### src/rtl/instr_prefetch_buffer.sv
// Instruction prefetch buffer: a small FIFO of {word address, data} pairs
// fed by sequential memory reads, serving core fetches with a one-cycle hit
// latency. Misses and flushes redirect the prefetch stream; a read that is
// already in flight is allowed to complete and is dropped.
module instr_prefetch_buffer #(
    parameter logic [31:0] BOOT_ADDRESS = 32'h00000000,
    parameter int          DEPTH        = 4
) (
    input  logic        clk,
    input  logic        rst_n,
    input  logic        instr_req_i,
    input  logic [31:0] instr_addr_i,
    input  logic        instr_flush_i,
    output logic        instr_rsp_o,
    output logic [31:0] instr_data_o,
    output logic        mem_req_o,
    output logic [31:0] mem_addr_o,
    input  logic        mem_rsp_i,
    input  logic [31:0] mem_data_i
);

    localparam int PTR_W = $clog2(DEPTH);
    localparam int CNT_W = PTR_W + 1;
    localparam logic [CNT_W-1:0] DEPTH_C = CNT_W'(DEPTH);

    localparam logic [0:0] S_IDLE = 1'b0;
    localparam logic [0:0] S_WAIT = 1'b1;

    logic [29:0]      fifo_addr [DEPTH];
    logic [31:0]      fifo_data [DEPTH];
    logic [PTR_W-1:0] rd_ptr;
    logic [PTR_W-1:0] wr_ptr;
    logic [CNT_W-1:0] count;
    logic [0:0]       state;
    logic             discard;
    logic             prefetch_en;
    logic [31:0]      fetch_addr;

    logic        req_act;
    logic        head_match;
    logic        pend_match;
    logic        hit;
    logic        miss;
    logic        redirect;
    logic        got_rsp;
    logic        push;
    logic        issue;
    logic [31:0] miss_addr;
    logic [31:0] issue_addr;

    // Request is ignored in the cycle its predecessor is answered, so a held
    // request is re-evaluated against the next head entry one cycle later.
    assign req_act    = instr_req_i && !instr_rsp_o && !instr_flush_i;
    assign miss_addr  = instr_addr_i & 32'hFFFF_FFFC;
    assign head_match = (count != '0) && (fifo_addr[rd_ptr] == miss_addr[31:2]);
    // An empty FIFO still waits if the live (non-discarded) read is the target.
    assign pend_match = (state == S_WAIT) && !discard && (mem_addr_o[31:2] == miss_addr[31:2]);
    assign hit        = req_act && head_match;
    assign miss       = req_act && !head_match && !((count == '0) && pend_match);
    assign redirect   = instr_flush_i || miss;
    assign got_rsp    = (state == S_WAIT) && mem_rsp_i;
    assign push       = got_rsp && !discard && !redirect;
    // Only one read in flight, so count < DEPTH in IDLE guarantees room for it.
    assign issue      = (state == S_IDLE) && !instr_flush_i &&
                        (miss || (prefetch_en && (count < DEPTH_C)));
    assign issue_addr = miss ? miss_addr : fetch_addr;
    assign mem_req_o  = (state == S_WAIT);

    // Control path: FIFO bookkeeping, fetch FSM, redirect handling, core response.
    always_ff @(posedge clk or negedge rst_n) begin
        if (!rst_n) begin
            rd_ptr       <= '0;
            wr_ptr       <= '0;
            count        <= '0;
            state        <= S_IDLE;
            discard      <= 1'b0;
            prefetch_en  <= 1'b1;
            fetch_addr   <= BOOT_ADDRESS;
            mem_addr_o   <= 32'h0;
            instr_rsp_o  <= 1'b0;
            instr_data_o <= 32'h0;
        end else begin
            instr_rsp_o <= hit;
            if (hit) begin
                instr_data_o <= fifo_data[rd_ptr];
            end

            if (redirect) begin
                rd_ptr <= '0;
                wr_ptr <= '0;
                count  <= '0;
            end else begin
                if (push) begin
                    wr_ptr <= wr_ptr + 1'b1;
                end
                if (hit) begin
                    rd_ptr <= rd_ptr + 1'b1;
                end
                count <= count + CNT_W'(push) - CNT_W'(hit);
            end

            if (got_rsp) begin
                state <= S_IDLE;
            end else if (issue) begin
                state      <= S_WAIT;
                mem_addr_o <= issue_addr;
            end

            if (issue) begin
                fetch_addr <= issue_addr + 32'd4;
            end else if (miss) begin
                fetch_addr <= miss_addr;
            end

            if (got_rsp) begin
                discard <= 1'b0;
            end else if (redirect && (state == S_WAIT)) begin
                discard <= 1'b1;
            end

            if (instr_flush_i) begin
                prefetch_en <= 1'b0;
            end else if (miss) begin
                prefetch_en <= 1'b1;
            end
        end
    end

    // FIFO storage: written on accepted memory responses, no reset needed.
    always_ff @(posedge clk) begin
        if (push) begin
            fifo_addr[wr_ptr] <= mem_addr_o[31:2];
            fifo_data[wr_ptr] <= mem_data_i;
        end
    end

endmodule
### config.mk
export PLATFORM = sky130hd
export DESIGN_NAME = instr_prefetch_buffer
export DESIGN_NICKNAME = d
export VERILOG_FILES = /design/src/rtl/instr_prefetch_buffer.sv
export SDC_FILE = /design/constraint.sdc
export NUM_CORES = 1
export LEC_CHECK = 0
export ABC_AREA = 1
export BUFFER_PORTS_ARGS = -buffer_cell sky130_fd_sc_hd__buf_2
export CAP_MARGIN = 10
export CELL_PAD_IN_SITES_DETAIL_PLACEMENT = 0
export CELL_PAD_IN_SITES_GLOBAL_PLACEMENT = 2
export CORE_ASPECT_RATIO = 0.9
export CORE_MARGIN = 10
export CORE_UTILIZATION = 40
export CTS_BUF_LIST = sky130_fd_sc_hd__clkbuf_8
export CTS_CLUSTER_SIZE = 24
export DETAILED_ROUTE_END_ITERATION = 10
export PLACE_DENSITY = 0.82
export SYNTH_ARGS = -nofsm -noshare
export SYNTH_HDL_FRONTEND = slang
export SYNTH_SLANG_ARGS = --single-unit
### constraint.sdc
create_clock -name clk -period 7.1 [get_ports clk]
set_input_delay 1.42 -clock clk [delete_from_list [all_inputs] [get_ports clk]]
set_output_delay 1.42 -clock clk [all_outputs]
set_load 0.02 [all_outputs]
# Word level (Yosys, flattened, before mapping)
# Memories as Yosys holds them, arrays and structs flattened. A register that Yosys moved wholly into a read port is not among the register bits.
# Cells that the tools add are included.
dict set report totals {
  mem_bits_ro 0
  memories 2
  out_inout_bits 66
  mem_bits_rw 248
  wordCells 69
  input_bits 69
  ff_bits 75
  latch_bits 0
}
# name depth word_bits read_ports rd_clocked_by_memory_dff write_ports line_no
set mem_list {}
lappend mem_list {fifo_data 4 32 1 1 1 30} ;# logic [31:0] fifo_data [DEPTH];
lappend mem_list {fifo_addr 4 30 1 0 1 29} ;# logic [29:0] fifo_addr [DEPTH];
dict set report op_classes {
  shift 0
  bitwise 2
  div 0
  mul 0
  n_lt_le_gt_ge 1
  mux 15
  n_reduce_logical 33
  addsub 5
  eq_ne 2
}
# operator n
set op_table {}
lappend op_table {{$mux W32} 2}
lappend op_table {{$eq A30 B30 Y1} 2}
lappend op_table {{$add A32 B3 Y32 const B} 1}
lappend op_table {{$logic_and A1 B1 Y1} 16}
lappend op_table {{$reduce_bool A2 Y1} 5}
lappend op_table {{$mux W1} 8}
lappend op_table {{$mux W2} 4}
lappend op_table {{$logic_not A1 Y1} 7}
lappend op_table {{$add A2 B1 Y2 const B} 2}
lappend op_table {{$add A3 B1 Y3} 1}
lappend op_table {{$logic_not A3 Y1} 1}
lappend op_table {{$lt A3 B3 Y1 const B} 1}
lappend op_table {{$mux W3} 1}
lappend op_table {{$reduce_bool A3 Y1} 1}
lappend op_table {{$sub A3 B1 Y3} 1}
lappend op_table {{$logic_or A1 B1 Y1} 2}
lappend op_table {{$not A1 Y1} 2}
lappend op_table {{$reduce_and A2 Y1} 1}

# Depth between registers and ports, before layout
# Gate-level depths: netlist of run 1.
dict set report depth {
  ltp_word 12
  depth_mapped 28
  depth_no_buf 25
}

# Worst setup path after synthesis of run 1
# No wires, ideal clock.
dict set report synth_path {
  path_kind {input to register}
  start {in instr_addr_i[23]}
  end {mem fifo_addr[0][0], enable pin}
  path_stages 14
  t_arrival_ns 5.423
  setup_time_ns 0.482
  setup_slack_ns 1.195
  n_path_buf 1
  required_ns 6.618
  path_cell_list {inv_1 > nor2_1 > a211oi_1 > nand2_1 > nor2_1 > nand2_1 > nor2_1 > nor2_2 > nand2_4 > buf_4 > inv_1 > nor2_1 > nand2_1 > nor2_1}
}
dict set report synth_between {
  elab_chain_len 10
  elab_cells_between_ends 14
  classes_between {eq/ne (2); mux (2); reduce/logical (10)}
}
# item line_no
set synth_rtl {}
lappend synth_rtl {{from (decl)} 12} ;# input logic [31:0] instr_addr_i,
lappend synth_rtl {{$eq A30 B30 Y1 (on tied branches)} {55, 57}}
lappend synth_rtl {{$logic_and A1 B1 Y1 (on tied branches)} {55, 57}}
lappend synth_rtl {{$logic_not A1 Y1 or $logic_and A1 B1 Y1 (tied branches)} 59} ;# assign miss = req_act && !head_match && !((count == '0) && pend_match);
lappend synth_rtl {{$logic_and A1 B1 Y1 or $logic_not A1 Y1 (tied branches)} 59}
lappend synth_rtl {{$logic_and A1 B1 Y1 *} 59}
lappend synth_rtl {{$logic_or A1 B1 Y1 *} 60} ;# assign redirect = instr_flush_i || miss;
lappend synth_rtl {{$logic_not A1 Y1 *} 62} ;# assign push = got_rsp && !discard && !redirect;
lappend synth_rtl {{$logic_and A1 B1 Y1 *} 62}
lappend synth_rtl {{$mux W1 *} 131} ;# if (push) begin
lappend synth_rtl {{$mux W1 (implied by the code) *} 132} ;# fifo_addr[wr_ptr] <= mem_addr_o[31:2];
lappend synth_rtl {{to (decl)} 29}
# Mark *: on every way between the ends. The rest lies on a longest branch, timed or not.

# Final worst setup path of run 1
dict set report layout_path {
  start {reg rd_ptr[0]}
  end {mem fifo_addr[1][14], enable pin}
}
dict set report layout_between {
  elab_chain_len 11
}
# item line_no
set layout_rtl {}
lappend layout_rtl {{from (decl)} 31} ;# logic [PTR_W-1:0] rd_ptr;
lappend layout_rtl {{from (signal assigned)} 97} ;# rd_ptr <= rd_ptr + 1'b1;
lappend layout_rtl {{$mem_v2 Z4 W30} --}
lappend layout_rtl {{$eq A30 B30 Y1} 55} ;# assign head_match = (count != '0) && (fifo_addr[rd_ptr] == miss_addr[31:2]);
lappend layout_rtl {{$logic_and A1 B1 Y1} 55}
lappend layout_rtl {{$logic_not A1 Y1} 59}
lappend layout_rtl {{$logic_and A1 B1 Y1 (2 in series)} 59}
lappend layout_rtl {{$logic_or A1 B1 Y1} 60}
lappend layout_rtl {{$logic_not A1 Y1} 62}
lappend layout_rtl {{$logic_and A1 B1 Y1} 62}
lappend layout_rtl {{$mux W1} 131}
lappend layout_rtl {{$mux W1 (implied by the code)} 132}
# Every way passes these cells.

==> flow_summary.json, run 1 <==
{
  "dieWidth_um": 229,
  "max_stage_delay_ns": 0.92,
  "avgSynthCellArea_um2": 10.1,
  "holdWs_ns": 0.477,
  "drt_iter0_markers": 882,
  "critPathRequiredTime_ns": 7.44,
  "synth.top_cells.by_area": "edfxtp_1 (47%), dfrtp_1 (17%), nand2_1 (12%)",
  "crit_family": "simple AND/OR/NAND/NOR gates",
  "grt_max_degree": 126,
  "hold_path.class": "reg -> reg",
  "async_flop_share_pct": 30.1,
  "status": "finished, final reports clean",
  "leakagePower_nw": 7.69,
  "cts_buffer_depth": 3,
  "num_rows": 68,
  "synth_top_cell_area_share_pct": 47.4,
  "yosysSeqAreaShare_pct": 64.5,
  "startpoint_type": "flip-flop",
  "crit_top_cell": "nand2_1",
  "antenna_found_initial": 1,
  "root_buffer": "clkbuf_8",
  "grt_pass1_vias": 11100,
  "drive_above_1_share_pct": 15.5,
  "finalSetupViolCount": 0,
  "syn_area_um2": 15700,
  "final_hold_viol_count": 0,
  "initial_core_util_pct": 40.7,
  "worst-path-buf-inv": 4,
  "slew_headroom_pct": 33.4,
  "cts_resized": 0,
  "crit_slowest_cell": "dfrtp_4",
  "die_y_um": 208,
  "clk_latency_ns": 0.69,
  "synth-main-ff-cell": "edfxtp_1",
  "vias_per_cell": 4.99,
  "syn_inst": 1551,
  "fin_skew_ns": 0.0601,
  "path_cells": "buf_4, nand2_1, nand3_1, nand2_1, nand2_1, nand2_1, inv_1, nand2_1, nor2_1, nand2_1, nor2_2, nand2_4, nand2_4, inv_1, nor2_1, nand2_1, nor2_4, buf_12",
  "post_drt_wl_per_cell_um": 19.8,
  "grt_overflow": 0,
  "clkTransAtPathRegs_ns": 0.07,
  "vias": 11300,
  "cts_buffers": 58,
  "area_delta_synth_final_pct": 14.5,
  "diodes": 0,
  "wl_mm": 44.8,
  "tns_ns": 0,
  "period_minus_slack_ns": 5.87,
  "ant_nets": 0,
  "gp_congestion": 0.910,
  "grt_pass1_wl_mm": 68.4,
  "synth_edf_count": 248,
  "drt_pre_antenna_iters": 5,
  "powerDensity_nw_per_um2": 267,
  "fmax_ghz": 0.170,
  "cp_max_fo": 68,
  "crit_arrival_ns": 6.21,
  "drv_slew": 0,
  "synth.net_count": 1628,
  "cap_viol_max_count": 0,
  "ys_seq_elements": 355,
  "ys_warn_count": 0,
  "final_nets": 1770,
  "crit_type": "reg -> reg",
  "num_io_pins": 135,
  "final_util_pct": 46.6,
  "grt_use_total_pct": 18.6,
  "final_cell_mix": "nand2_1 (521), edfxtp_1 (248), nand3_1 (148)",
  "tightest_slew_ns": 0.999,
  "peakVddDrop_v": 0.000159,
  "rsz0062_at_grt": "false",
  "finalCritPeriodShare_pct": 82.7,
  "post_cts_buffers": 0,
  "drc": 0,
  "worstSetupEndpointType": "flip-flop",
  "htreeDepth": 2,
  "core_area_um2": 38500,
  "place_hpwl_mm": 30.1,
  "clkSinkCount": 355,
  "yosysUniqueCellTypes": 42,
  "holdBufCountCts": 0,
  "dieArea_um2": 47600,
  "io_buffers": 132,
  "cts_tree": "yes",
  "final_common_cell": "nand2_1",
  "yosysTopAreaCell": "edfxtp_1"
}
[worst reg2reg max path, stage by stage (launching register included)]
cell and delay (ns):
dfrtp_4 0.92, buf_4 0.77, nand2_1 0.13, nand3_1 0.17
nand2_1 0.10, nand2_1 0.09, nand2_1 0.05, inv_1 0.04
nand2_1 0.06, nor2_1 0.12, nand2_1 0.08, nor2_2 0.15
nand2_4 0.25, nand2_4 0.49, inv_1 0.29, nor2_1 0.32
nand2_1 0.34, nor2_4 0.82, buf_12 0.34
[stage by stage]
stage | power [W] | setup WS (ns) | instance area (µm²) | std cells
2_1_floorplan | 0.00283 | 1.19 | 15700 | 1551
3_3_place_gp | 0.00311 | 1.17 | 16800 | 2158
3_5_place_dp | 0.00312 | 1.16 | 16800 | 2158
4_1_cts | 0.00486 | 1.16 | 18000 | 2267
5_1_grt | 0.00503 | 0.721 | 18000 | 2267
6_report | 0.00480 | 1.23 | 18000 | 2267
[report_power, final]
| part | internal, W | leakage, nW | switching, W |
|---|---|---|---|
| sequential | 0.00237 | 3.61 | 0.000176 |
| clock | 0.000874 | 0.663 | 0.000851 |
| combinational | 0.000163 | 3.41 | 0.000363 |
[path summary, 6_finish.rpt]
check	startpoint	endpoint	slack, ns	cells after the start
setup / recovery	rd_ptr[0]	fifo_addr[1][14]	1.23	18
hold / removal	instr_data_o[26]	instr_data_o[26]	0.48	2
setup reg to reg	rd_ptr[0]	fifo_addr[1][14]	1.23	18
hold reg to reg	instr_data_o[26]	instr_data_o[26]	0.48	2
max in group asynchronous	rst_n	rd_ptr[0]	4.95	2
min in group asynchronous	rst_n	instr_data_o[20]	0.83	1
[synthesized netlist by cell type (8+ instances only)]
library cell and number:
a21oi_1 40, a32o_1 32, buf_2 16, clkbuf_1 25, dfrtp_1 106, edfxtp_1 248
inv_1 109, nand2_1 522, nand2_2 12, nand3_1 148, nand4_1 17, nor2_1 88
nor2_2 10, nor3_1 8, o21ai_0 80, xnor2_1 10, xor2_1 12
[kinds of logic after synthesis]
group,share of synthesized area [%]
AOI/OAI and AO/OA,6.58
xor gates and xnor gates,1.23
adders and majority gates,0.686
buffers and inverters,4.92
DFF,64.5
and+or+nand+nor,22.1
[sequential cells by signal, indices dropped and copies added (netlist names), 2 cells and up]
signal / count
instr_data_o: 32
count: 3
fifo_data: 128
rd_ptr: 2
mem_addr_o: 32
fifo_addr: 120
wr_ptr: 2
fetch_addr: 32
[layout make-up]
cell class	count	area, µm²
fill	3656	20600
tap	525	657
clock buffer	60	826
timing repair buffer	145	798
sequential	355	10100
inverter	112	427
clock inverter	49	300
multi-input combinational	1021	4830
[layer usage]
metal	vias to the layer above	wire (µm)	global-route usage, %
met5	-	0	0
met4	0	875	5.62
met3	59	2900	3.66
met2	310	20200	28.7
met1	5395	20800	26.2
li1	5552	-	-
Note: power is estimated with default switching activity, not from simulation.
==> inputs of run 2 (changes only) <==
==> constraint.sdc (replaced) <==
create_clock -name clk -period 5.7 [get_ports clk]
set_input_delay 1.14 -clock clk [delete_from_list [all_inputs] [get_ports clk]]
set_output_delay 1.14 -clock clk [all_outputs]
set_load 0.02 [all_outputs]
==> run 2 against run 1 <==
Against the previous run: register-to-register slack got worse by 0.50 ns; design area barely moved; sequential share of layout area is essentially flat; critical path depth down 2; highest routed layer unchanged; largest cell class unchanged.
==> flow_summary.json, run 2 (same netlist as run 1, synthesis figures left out) <==
{
  "status": "finished, final reports clean",
  "leakagePower_nw": 7.70,
  "nFillCells": 3679,
  "antenna_found_initial": 2,
  "fmax_ghz": 0.201,
  "cp_max_fo": 87,
  "gp_congestion": 0.894,
  "drive_above_1_share_pct": 15.3,
  "grt_pass1_wl_mm": 67.6,
  "reg2reg_depth": 16,
  "drv_slew": 0,
  "dieWidth_um": 229,
  "placed_cell_area_um2": 16900,
  "grt_pass1_vias": 11000,
  "vias_per_cell": 5.06,
  "final_cell_mix": "nand2_1 (521), edfxtp_1 (248), nand3_1 (148)",
  "holdBufCountCts": 0,
  "final_nets": 1774,
  "cap_viol_max_count": 0,
  "grt_overflow": 0,
  "seqPwrFrac_pct": 54.1,
  "place_hpwl_mm": 30.0,
  "clockPowerShare_pct": 34.6,
  "finalCritPeriodShare_pct": 87.1,
  "comb_power_share_pct": 11.2,
  "area_delta_synth_final_pct": 14.5,
  "io_buffers": 132,
  "crit_arrival_ns": 5.25,
  "worstSetupEndpointType": "flip-flop",
  "grt_max_degree": 88,
  "finalSetupViolCount": 0,
  "power_switching_w": 0.00168,
  "clk_latency_ns": 0.65,
  "rsz0062_at_grt": "false",
  "final_hold_viol_count": 0,
  "num_rows": 68,
  "drt_iter0_markers": 949,
  "reg2reg_from": "rd_ptr[0]",
  "grt_use_total_pct": 18.4,
  "reg.largest.list": "fifo_data: 128 flops, fifo_addr: 120 flops",
  "hold_path.class": "in -> async",
  "ant_nets": 0,
  "powerDensity_nw_per_um2": 327,
  "clkTransAtPathRegs_ns": 0.06,
  "post_drt_wl_per_cell_um": 19.6,
  "cts_buffers": 58,
  "wl_mm": 44.6,
  "critPathRequiredTime_ns": 5.99,
  "swShare_pct": 28.5,
  "fin_skew_ns": 0.0377,
  "cts_buffer_depth": 3,
  "p_int_w": 0.00420,
  "htreeDepth": 2,
  "die_y_um": 208,
  "period_minus_slack_ns": 4.97,
  "rr_endpoint": "fifo_addr[1][4]",
  "fin_area_um2": 18000,
  "post_cts_buffers": 0,
  "tightest_slew_ns": 0.802,
  "cts_resized": 0,
  "cts_tree": "yes",
  "worstSetupEndpoint": "fifo_addr[1][4]",
  "startpoint_type": "flip-flop",
  "slew_headroom_pct": 46.5,
  "r2r_slack_ns": 0.73,
  "dieArea_um2": 47600,
  "tns_ns": 0,
  "clkSinkCount": 355,
  "largest_reg_flops": 128,
  "crit_type": "reg -> reg",
  "num_io_pins": 135,
  "root_buffer": "clkbuf_8",
  "peakVddDrop_v": 0.000157,
  "vias": 11500,
  "regMostFlops": "fifo_data",
  "drc": 0,
  "final_common_cell": "nand2_1",
  "core_area_um2": 38500,
  "startpoint": "rd_ptr[0]",
  "drt_pre_antenna_iters": 5,
  "initial_core_util_pct": 40.7
}
run 2: worst min path at each step:
| stage | start | to | slack, ns | depth (start not counted) |
|---|---|---|---|---|
| 2_1_floorplan | prefetch_en | prefetch_en | 0.45 | 2 |
| 3_3_place_gp | instr_data_o[8] | instr_data_o[8] | 0.46 | 2 |
| 3_5_place_dp | mem_addr_o[0] | mem_addr_o[0] | 0.47 | 2 |
| 4_1_cts | rst_n | instr_data_o[25] | 0.42 | 1 |
| 5_1_grt | rst_n | instr_data_o[22] | 0.43 | 1 |
| 6_report | rst_n | instr_data_o[22] | 0.47 | 1 |
run 2: worst max-delay path: stages, from the launching register on:
cell     delay, ns
dfrtp_4       0.75
inv_6         0.63
nand2_1       0.12
nand3_1       0.12
nand3_1       0.10
nand2_1       0.16
nand2_1       0.07
nor2_1        0.13
nand2_1       0.08
nor2_2        0.15
nand2_4       0.24
nand2_4       0.13
inv_1         0.16
nor2_1        0.31
nand2_1       0.35
nor2_4        0.58
buf_12        0.38
run 2: power groups by stage:
stage	logic [W]	clock network, W	registers, W
floorplan	0.000318	0	0.00320
global placement	0.000662	0	0.00321
detailed placement	0.000666	0	0.00322
CTS	0.000669	0.00210	0.00317
global route	0.000734	0.00222	0.00319
finish	0.000660	0.00203	0.00318
run 2: final cells by class:
class / count / area [µm²] / area share [%]
antenna: 2 / 5.00 / 0.0278
tap: 525 / 657 / 3.65
timing repair buffer: 149 / 853 / 4.75
clock inverter: 45 / 196 / 1.09
multi-input combinational: 1021 / 4830 / 26.9
inverter: 112 / 427 / 2.37
sequential: 355 / 10100 / 56.3
clock buffer: 64 / 881 / 4.90
run 2: per-layer routing:
| metal | vias to the layer above | global-route usage (%) | routed length [µm] |
|---|---|---|---|
| met5 | - | 0 | 0 |
| met4 | 0 | 4.87 | 785 |
| met3 | 53 | 4.35 | 2810 |
| met2 | 307 | 28.1 | 20000 |
| met1 | 5565 | 25.8 | 21000 |
| li1 | 5573 | - | - |
run 2: stage by stage:
step	worst slack [ns]	total power [W]	util [%]	std cells	hold WS, ns
detailed placement	0.711	0.00389	43.8	2162	0.468
finish	0.733	0.00587	46.6	2273	0.465
global placement	0.737	0.00387	43.8	2162	0.460
CTS	0.702	0.00594	46.6	2271	0.419
floorplan	0.0747	0.00352	-	1551	0.455
global route	0.330	0.00615	46.6	2273	0.433
